$ cat src/rtl/fifo_uart_drain.sv
// ---------------------------------------------------------------------------
// fifo_uart_drain
//
// Read-side sequencer for the 8-bit AD sample FIFO. Pulls one byte at a time
// out of the FIFO, hands it to the UART transmitter with a start/busy
// handshake, waits a programmable gap, and then fetches the next byte. It
// also counts transmitted bytes and completed frames. A frame is closed by a
// transmitted TERM_BYTE.
//
// Handshakes:
//   FIFO : rdreq is a one-cycle pulse. q is valid FIFO_RD_LAT cycles after
//          the cycle in which rdreq is high. rdreq is only raised after
//          empty was seen low.
//   UART : tx_start is a one-cycle pulse. tx_data is stable from tx_start
//          until the byte completes. The byte is complete once tx_busy has
//          been seen high and then low again.
//
// Optional feature (macro CTS_FLOW_EN):
//   When defined, an active-low clear-to-send input cts_n is added. It is
//   synchronised by two flops, and tx_start is held off while it is high.
//   When undefined, the cts_n port does not exist.
//
// Ports:
//   clk, reset_n      clock, asynchronous active-low reset
//   enable            drain enable (level), evaluated in IDLE and CHECK
//   empty, q          FIFO empty flag and read data
//   rdreq             FIFO read request pulse
//   tx_data, tx_start byte to send and start strobe to the UART
//   tx_busy           UART busy while shifting
//   cts_n             clear-to-send, active low (CTS_FLOW_EN only)
//   frame_done        pulse in the DONE cycle of a TERM_BYTE
//   byte_cnt          bytes transmitted (wrapping)
//   frame_cnt         frames transmitted (wrapping)
//   active            high whenever the sequencer is not in IDLE
//   dbg_state         current sequencer state, for observation
// ---------------------------------------------------------------------------
module fifo_uart_drain #(
    parameter logic [15:0] GAP_CYCLES  = 16'd100,
    parameter logic [1:0]  FIFO_RD_LAT = 2'd1,
    parameter logic [7:0]  TERM_BYTE   = 8'h0A
) (
    input  logic        clk,
    input  logic        reset_n,
    input  logic        enable,
    input  logic        empty,
    input  logic [7:0]  q,
    output logic        rdreq,
    output logic [7:0]  tx_data,
    output logic        tx_start,
    input  logic        tx_busy,
`ifdef CTS_FLOW_EN
    input  logic        cts_n,
`endif
    output logic        frame_done,
    output logic [15:0] byte_cnt,
    output logic [15:0] frame_cnt,
    output logic        active,
    output logic [3:0]  dbg_state
);

    typedef enum logic [3:0] {
        S_IDLE    = 4'd0,
        S_RD      = 4'd1,
        S_RD_WAIT = 4'd2,
        S_START   = 4'd3,
        S_BUSY_HI = 4'd4,
        S_BUSY_LO = 4'd5,
        S_DONE    = 4'd6,
        S_GAP     = 4'd7,
        S_CHECK   = 4'd8
    } state_t;

    state_t      state_q, state_d;
    logic [1:0]  lat_q, lat_d;
    logic [15:0] gap_q, gap_d;
    logic [7:0]  tx_data_q, tx_data_d;
    logic        rdreq_q, rdreq_d;
    logic        tx_start_q, tx_start_d;
    logic        frame_done_q, frame_done_d;
    logic [15:0] byte_cnt_q, byte_cnt_d;
    logic [15:0] frame_cnt_q, frame_cnt_d;
    logic        active_q, active_d;
    logic        cts_ok;

`ifdef CTS_FLOW_EN
    // Two-flop synchroniser. Resets to "not clear" so that nothing is sent
    // until the far end has actually asserted clear-to-send.
    logic cts_s1_q, cts_s2_q;

    always_ff @(posedge clk or negedge reset_n) begin
        if (!reset_n) begin
            cts_s1_q <= 1'b1;
            cts_s2_q <= 1'b1;
        end else begin
            cts_s1_q <= cts_n;
            cts_s2_q <= cts_s1_q;
        end
    end

    assign cts_ok = ~cts_s2_q;
`else
    assign cts_ok = 1'b1;
`endif

    always_comb begin
        state_d      = state_q;
        lat_d        = lat_q;
        gap_d        = gap_q;
        tx_data_d    = tx_data_q;
        byte_cnt_d   = byte_cnt_q;
        frame_cnt_d  = frame_cnt_q;
        rdreq_d      = 1'b0;
        tx_start_d   = 1'b0;
        frame_done_d = 1'b0;
        active_d     = 1'b0;

        case (state_q)
            S_IDLE: begin
                if (enable && !empty) state_d = S_RD;
            end
            S_RD: begin
                lat_d   = 2'd0;
                state_d = S_RD_WAIT;
            end
            S_RD_WAIT: begin
                if (lat_q == FIFO_RD_LAT - 2'd1) begin
                    tx_data_d = q;
                    lat_d     = 2'd0;
                    state_d   = S_START;
                end else begin
                    lat_d = lat_q + 2'd1;
                end
            end
            S_START: begin
                // The strobe for this state was decided one cycle earlier.
                // The cycle that carries it is the last one spent in START.
                if (tx_start_q) state_d = S_BUSY_HI;
            end
            S_BUSY_HI: begin
                if (tx_busy) state_d = S_BUSY_LO;
            end
            S_BUSY_LO: begin
                if (!tx_busy) state_d = S_DONE;
            end
            S_DONE: begin
                if (GAP_CYCLES == 16'd0) begin
                    state_d = S_CHECK;
                end else begin
                    gap_d   = 16'd0;
                    state_d = S_GAP;
                end
            end
            S_GAP: begin
                if (gap_q == GAP_CYCLES - 16'd1) begin
                    gap_d   = 16'd0;
                    state_d = S_CHECK;
                end else begin
                    gap_d = gap_q + 16'd1;
                end
            end
            S_CHECK: begin
                state_d = (enable && !empty) ? S_RD : S_IDLE;
            end
            default: state_d = S_IDLE;
        endcase

        // All outputs are registered, so each one is computed from the state
        // being entered and lines up with that state's cycle.
        rdreq_d  = (state_d == S_RD);
        active_d = (state_d != S_IDLE);

        // The strobe is issued in a START cycle only if tx_busy was low (and
        // CTS clear) in the previous cycle. After tx_busy falls, tx_start
        // therefore follows one cycle later.
        tx_start_d = (state_d == S_START) && !tx_start_q && !tx_busy && cts_ok;

        // DONE lasts one cycle, so entering DONE marks exactly one byte.
        if (state_d == S_DONE) begin
            byte_cnt_d = byte_cnt_q + 16'd1;
            if (tx_data_q == TERM_BYTE) begin
                frame_cnt_d  = frame_cnt_q + 16'd1;
                frame_done_d = 1'b1;
            end
        end
    end

    always_ff @(posedge clk or negedge reset_n) begin
        if (!reset_n) begin
            state_q      <= S_IDLE;
            lat_q        <= 2'd0;
            gap_q        <= 16'd0;
            tx_data_q    <= 8'h00;
            rdreq_q      <= 1'b0;
            tx_start_q   <= 1'b0;
            frame_done_q <= 1'b0;
            byte_cnt_q   <= 16'd0;
            frame_cnt_q  <= 16'd0;
            active_q     <= 1'b0;
        end else begin
            state_q      <= state_d;
            lat_q        <= lat_d;
            gap_q        <= gap_d;
            tx_data_q    <= tx_data_d;
            rdreq_q      <= rdreq_d;
            tx_start_q   <= tx_start_d;
            frame_done_q <= frame_done_d;
            byte_cnt_q   <= byte_cnt_d;
            frame_cnt_q  <= frame_cnt_d;
            active_q     <= active_d;
        end
    end

    assign rdreq      = rdreq_q;
    assign tx_data    = tx_data_q;
    assign tx_start   = tx_start_q;
    assign frame_done = frame_done_q;
    assign byte_cnt   = byte_cnt_q;
    assign frame_cnt  = frame_cnt_q;
    assign active     = active_q;
    assign dbg_state  = state_q;

endmodule

$ cat config.mk
export PLATFORM = sky130hd
export DESIGN_NAME = fifo_uart_drain
export DESIGN_NICKNAME = d
export VERILOG_FILES = /design/src/rtl/fifo_uart_drain.sv
export SDC_FILE = /design/constraint.sdc
export NUM_CORES = 1
export LEC_CHECK = 0
export ABC_AREA = 1
export CAP_MARGIN = 20
export CORE_UTILIZATION = 40
export CTS_CLUSTER_SIZE = 28
export DETAILED_ROUTE_END_ITERATION = 8
export GPL_TIMING_DRIVEN = 0
export SLEW_MARGIN = 20
export SYNTH_ARGS = -nofsm -noshare
export SYNTH_HDL_FRONTEND = slang
export SYNTH_SLANG_ARGS = --single-unit
$ cat constraint.sdc
create_clock -name clk -period 1.6 [get_ports clk]
set_input_delay 0.16 -clock clk [delete_from_list [all_inputs] [get_ports clk]]
set_output_delay 0.16 -clock clk [all_outputs]
set_load 0.005 [all_outputs]
# Yosys cells after proc, flatten, opt, wreduce, memory -nomap -nowiden
# Index checks and enable logic that the tools add are counted.
# classes
add_sub_neg	4
eq_ne	13
mux	14
reduce_logical	13
# op_table
cell	n
$add 16x1->16 const B	3
$pmux 4 s9	1
$pmux 16 s2	1
$mux 4	6
$eq 4x3->1 const B	5
$eq 16x7->1 const B	1
$mux 16	1
$eq 4x2->1 const B	3
$eq 4x1->1 const B	2
$eq 8x4->1 const B	1
$eq 4x4->1 const B	1
$logic_not 4->1	1
$pmux 2 s2	1
$reduce_and 2->1	2
$reduce_bool 2->1	2
$reduce_bool 4->1	1
$logic_and 1x1->1	3
$logic_not 1->1	3
$mux 1	3
$add 2x1->2 const B	1
$logic_not 2->1	1
$mux 2	1
# totals
regBits	66
in_bits	13
output_inout_bits	48
elab_cells	54

# Longest topological paths before layout
# Gate-level depths: netlist of the first run.
# depth
depth_word	7
ltp_mapped	10

# Worst setup path before layout of the first run
# Ideal clock, no wire load.
# synth_timing
path_kind	reg2reg
from	register gap_q[0]
to	register active_q, in the netlist active
setup_time_ns	0.117
arrival_ns	1.343
path_slack_ns	0.140
stages_incl_launch_ff	11
n_path_buf	0
cell_sequence	dfrtp_1 -> ha_1 -> inv_1 -> nor2_1 -> nand2_1 -> nor2_1 -> nand2_1 -> nand2_1 -> nand2_1 -> nor2_1 -> nand2_1
# synth_between
elab_chain_cells	4
# synth_lines
element	line	rtl
start: declaration	75	logic [15:0] gap_q, gap_d;
start signal: assignment	202	gap_q <= gap_d;
$eq 16x7->1	154	if (gap_q == GAP_CYCLES - 16'd1) begin
$mux 4	154	
$pmux 4 s9	117	case (state_q)
via state_d[2]	73	state_t state_q, state_d;
$reduce_bool 4->1	170	active_d = (state_d != S_IDLE);
via active_d	82	logic active_q, active_d;
end signal: assignment	209	active_q <= active_d;
end: declaration	82	
# The timed path passes the listed nets, and every way through them passes these cells.
# A chain may end at the register's enable or synchronous reset.

# Worst setup path in the final report of the first run
# Ends and elaborated chain as after synthesis.

==> qor.yml, run 1 <==
synthesis:
  synth-seq-cells: 66
  avgSynthCellArea_um2: 7.61
  synth_fp_nets: 484
  synthTopCellsByCount: "154 x nand2_1, 71 x nor2_1, 66 x dfrtp_1"
  yosysTopAreaCell: "dfrtp_1"
  synth-async-reset-ratio_pct: 100
  ys_warn_count: 0
  synth.most_common_cell: "nand2_1"
  synthCells: 466
  yosysTopAreaCellShare_pct: 46.5
  synth_flop_cell: "dfrtp_1"
  synth_area_leaders: "dfrtp_1 47%, nand2_1 16%, nor2_1 7.5%"
  ys_types: 24
  synth_area_um2: 3550
  synth_edf_count: 0
  synth-seq-area-share_pct: 46.5
final_layout:
  ff_latch_area_um2: 1660
  multi_input_area_um2: 1760
  area_growth_pct: 31.8
  diodes: 0
  fin_area_um2: 4680
  fin_util_pct: 55.8
  num-nets-final: 565
  drive_above_1_share_pct: 11.4
  fill_cells: 799
power:
  pwr-share-comb_pct: 32.7
  power.total_w: 0.00556
  p_int_w: 0.00363
  clkPwrFrac_pct: 26.4
  power.density_nw_per_um2: 1190
  leakagePower_nw: 2.17
  p_sw_w: 0.00192
  p_seq_share_pct: 40.9
  netSwitchingFraction_pct: 34.6
  vdd_drop_max_v: 0.000495
critical_path:
  critPathMaxFanout: 7
  reg2reg_to: "active$_DFF_PN0_"
  r2r_slack_ps: 60
  r2r_cells: 10
  r2r_start: "gap_q[0]$_DFFE_PN0P_"
  arrival_ps: 1780
  cp-start-kind: "flop"
  path_class: "reg -> reg"
  required_ps: 1840
  cp-end-kind: "flop"
sta:
  fin_crit_ps: 1540
  post-route-period-util_pct: 96.4
  fmax_mhz: 648
  worst_slew_pin_slew_ps: 419
  holdWs_ps: 288
  timing.setup.tns_ps: 0
  slew_viol_final: 0
  skew_ps: 8.95
  setup_viol: 0
  rsz0062_at_grt: "true"
  hold_viol: 0
  slew_headroom_pct: 72.1
drt:
  wl_per_cell_um: 12.4
  initialDrtViolationCount: 194
  firstDrtPassIters: 4
  via_count: 3149
  ant_nets: 0
  avgViaCountPerCell: 4.80
  wl_um: 8130
  drc: 0
clock_network:
  insertion_delay_ps: 340
  cts_tree: "done"
  cts_htree_levels: 3
  cts_root_buf: "clkbuf_8"
  cts_made_buffers: 9
  clock_tree.buffer_depth: 2
  clk_pin_slew_ps: 70
  clock-sinks: 66
global_routing:
  grt_start_max_net_pins: 37
  antenna_found_initial: 0
  first_global_vias: 2870
  grt_overflow: 0
  grt_usage_pct: 19.2
  grt_first_pass_wirelength_um: 13400
place:
  place_congestion: 0.842
  dp_hpwl_um: 5850
  numPortBuffers: 60
  dpl_cell_area_um2: 4300
floorplan:
  die_area_um2: 9250
  pin_count: 61
  core_um2: 8380
  die_h_um: 96.2
  rows: 33
  dieWidth_um: 96.2
  start_util_pct: 42.3
outcome:
  status: "completed"
flow_run:
  drv_cap: 0
hold_path:
  hold_class: "in -> async"
## layout make-up
type | instances | area share, %
Multi-Input combinational cell | 344 | 37.6
Sequential cell | 66 | 35.4
Timing Repair Buffer | 70 | 14.7
Inverter | 53 | 4.42
Clock buffer | 13 | 3.61
Tap cell | 105 | 2.81
Clock inverter | 2 | 0.749
Buffer | 3 | 0.696
## stage by stage
stage                     std cells  worst slack (ps)
final                           656              57.4
after global placement          631             -1970
after CTS                       648             -78.1
after detailed placement        632              -180
after floorplan                 466               140
after global routing            656             -72.4
## critical path: stages, from the launching register on
cell     delay (ps)
dfrtp_2         460
ha_4            200
inv_1            60
nor2_1           80
nand2_1          50
nor2_1          110
nand2_2         130
nand2_4         110
nand2_1          70
nor2_1           80
nand2_1          70
## worst max-delay path by stage
stage	to	slack [ps]	depth (start not counted)	from
global placement	frame_cnt[9]$_DFFE_PN0P_	-1970	1	reset_n
detailed placement	active$_DFF_PN0_	-180	10	gap_q[0]$_DFFE_PN0P_
CTS	active$_DFF_PN0_	-80	10	gap_q[0]$_DFFE_PN0P_
global route	active$_DFF_PN0_	-70	10	gap_q[0]$_DFFE_PN0P_
finish	active$_DFF_PN0_	60	10	gap_q[0]$_DFFE_PN0P_
floorplan	active$_DFF_PN0_	140	10	gap_q[0]$_DFFE_PN0P_
## cells by family (layout without fill, tap and decap cells)
family / Yosys count / count (layout) / synth area share, %
flip-flops: 66 / 66 / 46.5
AO/OA/AOI/OAI: 21 / 21 / 3.07
AND/OR/NAND/NOR: 293 / 293 / 35.4
XOR/XNOR: 25 / 25 / 7.02
adder cells (fa/ha/maj): 5 / 5 / 1.76
buffers and inverters: 56 / 141 / 6.21
## metal layers
metal	global-route usage, %	vias up	part of all wire (%)
li1	-	1615	-
met1	26.0	1448	47
met3	4.74	11	6.3
met5	0	-	0
met2	29.2	75	44
met4	7.84	0	1.9
## flip-flops by register name, indices dropped and copies added (netlist names)
register / flops
lat_q: 2
tx_start: 1
byte_cnt: 16
gap_q: 16
tx_data: 8
frame_cnt: 16
active: 1
rdreq: 1
frame_done: 1
dbg_state: 4
## repair_timing
item / in CTS / in global routing
endpoints found under the setup margin: 23 / 39
hold buffers: 1 / 0
pin swaps: 0 / 6
cloned: 0 / 0
resized for setup: 6 / 25
setup buffers: 0 / 8
hold endpoints to repair: 30 / 0
## power groups by stage
stage | Sequential (W) | Combinational (W) | Clock, W
2_1_floorplan | 0.00223 | 0.000879 | 0
3_3_place_gp | 0.00227 | 0.00164 | 0
3_5_place_dp | 0.00227 | 0.00167 | 0
4_1_cts | 0.00225 | 0.00169 | 0.00150
5_1_grt | 0.00232 | 0.00208 | 0.00159
6_report | 0.00227 | 0.00182 | 0.00146
## layout by cell type, fill, tap and decap left out, types with 10 or more instances in the layout
cell type,instances
nand2_1,151
nor2_1,63
dfrtp_1,62
clkdlybuf4s50_1,59
inv_1,48
nand3_1,43
o21ai_0,19
xor2_1,12
clkbuf_8,12
nor2_4,10
Note: power is estimated with default switching activity, not from simulation.
==> run 2: changes to the inputs <==
TNS_END_PERCENT = 30   (was not set)
==> run 2 against run 1 <==
  * Largest cell class unchanged
  * First-iteration DRC count decreased by 20%
  * Clock skew about the same
  * Largest power group unchanged
  * Hold slack improved by 3.9 ps
  * Register-to-register slack about the same
  * Non-clock buffer count decreased by 8
  * Via count decreased by 1.7%
  * Cell area decreased by 2.3%
  * Setup slack got worse by 6.0 ps
  * Wire length decreased by 1.2%
  * Combinational power decreased by 5%
==> qor.yml, run 2 (synthesized netlist as in run 1, its figures left out) <==
floorplan:
  die_area_um2: 9250
  die_h_um: 96.2
  dieWidth_um: 96.2
  core_um2: 8380
  pin_count: 61
  start_util_pct: 42.3
  rows: 33
sta:
  rsz0062_at_grt: "true"
  skew_ps: 9.31
  fmax_mhz: 646
  holdWs_ps: 292
  setup_viol: 0
  fin_crit_ps: 1550
  slew_headroom_pct: 72.0
  hold_viol: 0
  post-route-period-util_pct: 96.8
  worst_slew_pin_slew_ps: 420
  slew_viol_final: 0
drt:
  via_count: 3096
  firstDrtPassIters: 4
  ant_nets: 0
  top_layer: "met4"
  avgViaCountPerCell: 4.78
  wl_um: 8030
  drc: 0
  met1_length_um: 3840
  wl_per_cell_um: 12.4
  routed-wl-met2_um: 3540
  initialDrtViolationCount: 156
  wl_met3_um: 498
critical_path:
  max_stage_delay_ps: 460
  crit_slowest_cell: "dfrtp_2"
  path_cells: "ha_4 > inv_1 > nor2_1 > nand2_1 > nor2_1 > nand2_2 > nand2_2 > nand2_1 > nor2_1 > nand2_1"
  path_buf_inv: 1
  cp-start-kind: "flop"
  required_ps: 1830
  critPathMaxFanout: 7
  crit_cells: 10
  path_class: "reg -> reg"
  arrival_ps: 1780
  r2r_cells: 10
  crit_family: "simple AND/OR/NAND/NOR gates"
  cp-end-kind: "flop"
final_layout:
  fill_cells: 812
  diodes: 0
  fin_area_um2: 4570
  final_common_cell: "nand2_1"
  multi_input_area_um2: 1720
  area_growth_pct: 28.8
  num-nets-final: 557
  ff_latch_area_um2: 1660
  fin_util_pct: 54.5
  most-common-layout-cells: "152 x nand2_1, 65 x nor2_1, 63 x dfrtp_1"
  drive_above_1_share_pct: 8.66
clock_network:
  cts_setup_buffers: 0
  clock_tree.buffer_depth: 2
  clk_pin_slew_ps: 70
  clock-sinks: 66
  cts_made_buffers: 9
  insertion_delay_ps: 340
  cts_tree: "done"
  cts_root_buf: "clkbuf_8"
  cts_htree_levels: 3
global_routing:
  grt_first_pass_wirelength_um: 13400
  grt_usage_pct: 19.2
  grt_start_max_net_pins: 37
  antenna_found_initial: 0
  first_global_vias: 2870
  grt_overflow: 0
power:
  vdd_drop_max_v: 0.000497
  power.density_nw_per_um2: 1190
  pwr-share-comb_pct: 31.6
  p_sw_w: 0.00187
  p_seq_share_pct: 41.6
  power.total_w: 0.00545
  leakagePower_nw: 2.13
  p_int_w: 0.00358
  clkPwrFrac_pct: 26.8
  netSwitchingFraction_pct: 34.3
outcome:
  status: "completed"
place:
  numPortBuffers: 60
  dp_hpwl_um: 5850
  place_congestion: 0.842
  dpl_cell_area_um2: 4300
flow_run:
  drv_cap: 0
hold_path:
  hold_class: "in -> async"
-- run 2: power groups by stage --
stage	Sequential (W)	Clock (W)	Combinational, W
2_1_floorplan	0.00223	0	0.000879
3_3_place_gp	0.00227	0	0.00164
3_5_place_dp	0.00227	0	0.00167
4_1_cts	0.00225	0.00150	0.00169
5_1_grt	0.00232	0.00159	0.00200
6_report	0.00227	0.00146	0.00172
-- run 2: final timing paths --
kind,start,endpoint,slack (ps)
max,gap_q[0]$_DFFE_PN0P_,active$_DFF_PN0_,50
min,reset_n,dbg_state[3]$_DFF_PN0_,290
max reg2reg,gap_q[0]$_DFFE_PN0P_,active$_DFF_PN0_,50
min reg2reg,tx_data[2]$_DFFE_PN0P_,tx_data[2]$_DFFE_PN0P_,510
max in group asynchronous,reset_n,byte_cnt[0]$_DFFE_PN0N_,760
min in group clk,q[2],tx_data[2]$_DFFE_PN0P_,360
-- run 2: area by class of cell --
| type | instances | share of cell area (%) |
|---|---|---|
| buffer | 3 | 0.575 |
| inverter | 53 | 4.44 |
| tap | 105 | 2.88 |
| sequential | 66 | 36.2 |
| timing repair buffer | 62 | 13.7 |
| clock buffer | 13 | 3.70 |
| multi-input combinational | 344 | 37.7 |
| clock inverter | 2 | 0.767 |
-- run 2: layer usage --
| metal | track usage, % | vias up |
|---|---|---|
| met4 | 7.84 | 0 |
| met2 | 29.2 | 75 |
| met1 | 26.0 | 1408 |
| met5 | 0 | - |
| met3 | 4.74 | 14 |
| li1 | - | 1599 |
-- run 2: repair_timing --
action                                  CTS  global route
resized for setup                         5            13
endpoints found under the hold margin    30             0
hold buffers                              1             0
endpoints found under the setup margin   23            40
cloned                                    0             0
-- run 2: per-stage QoR --
stage	cells	setup slack, ps	TNS (ps)
2_1_floorplan	466	140	0
6_report	648	51.3	0
3_3_place_gp	631	-1970	-131020
5_1_grt	648	-103	-1570
4_1_cts	648	-78.2	-94.5
3_5_place_dp	632	-180	-879
==> run 3: changes to the inputs <==
CAP_MARGIN = 10   (was 20)
==> results of run 3 <==
No change in the layout: final DEF, timing and power equal those of run 2.
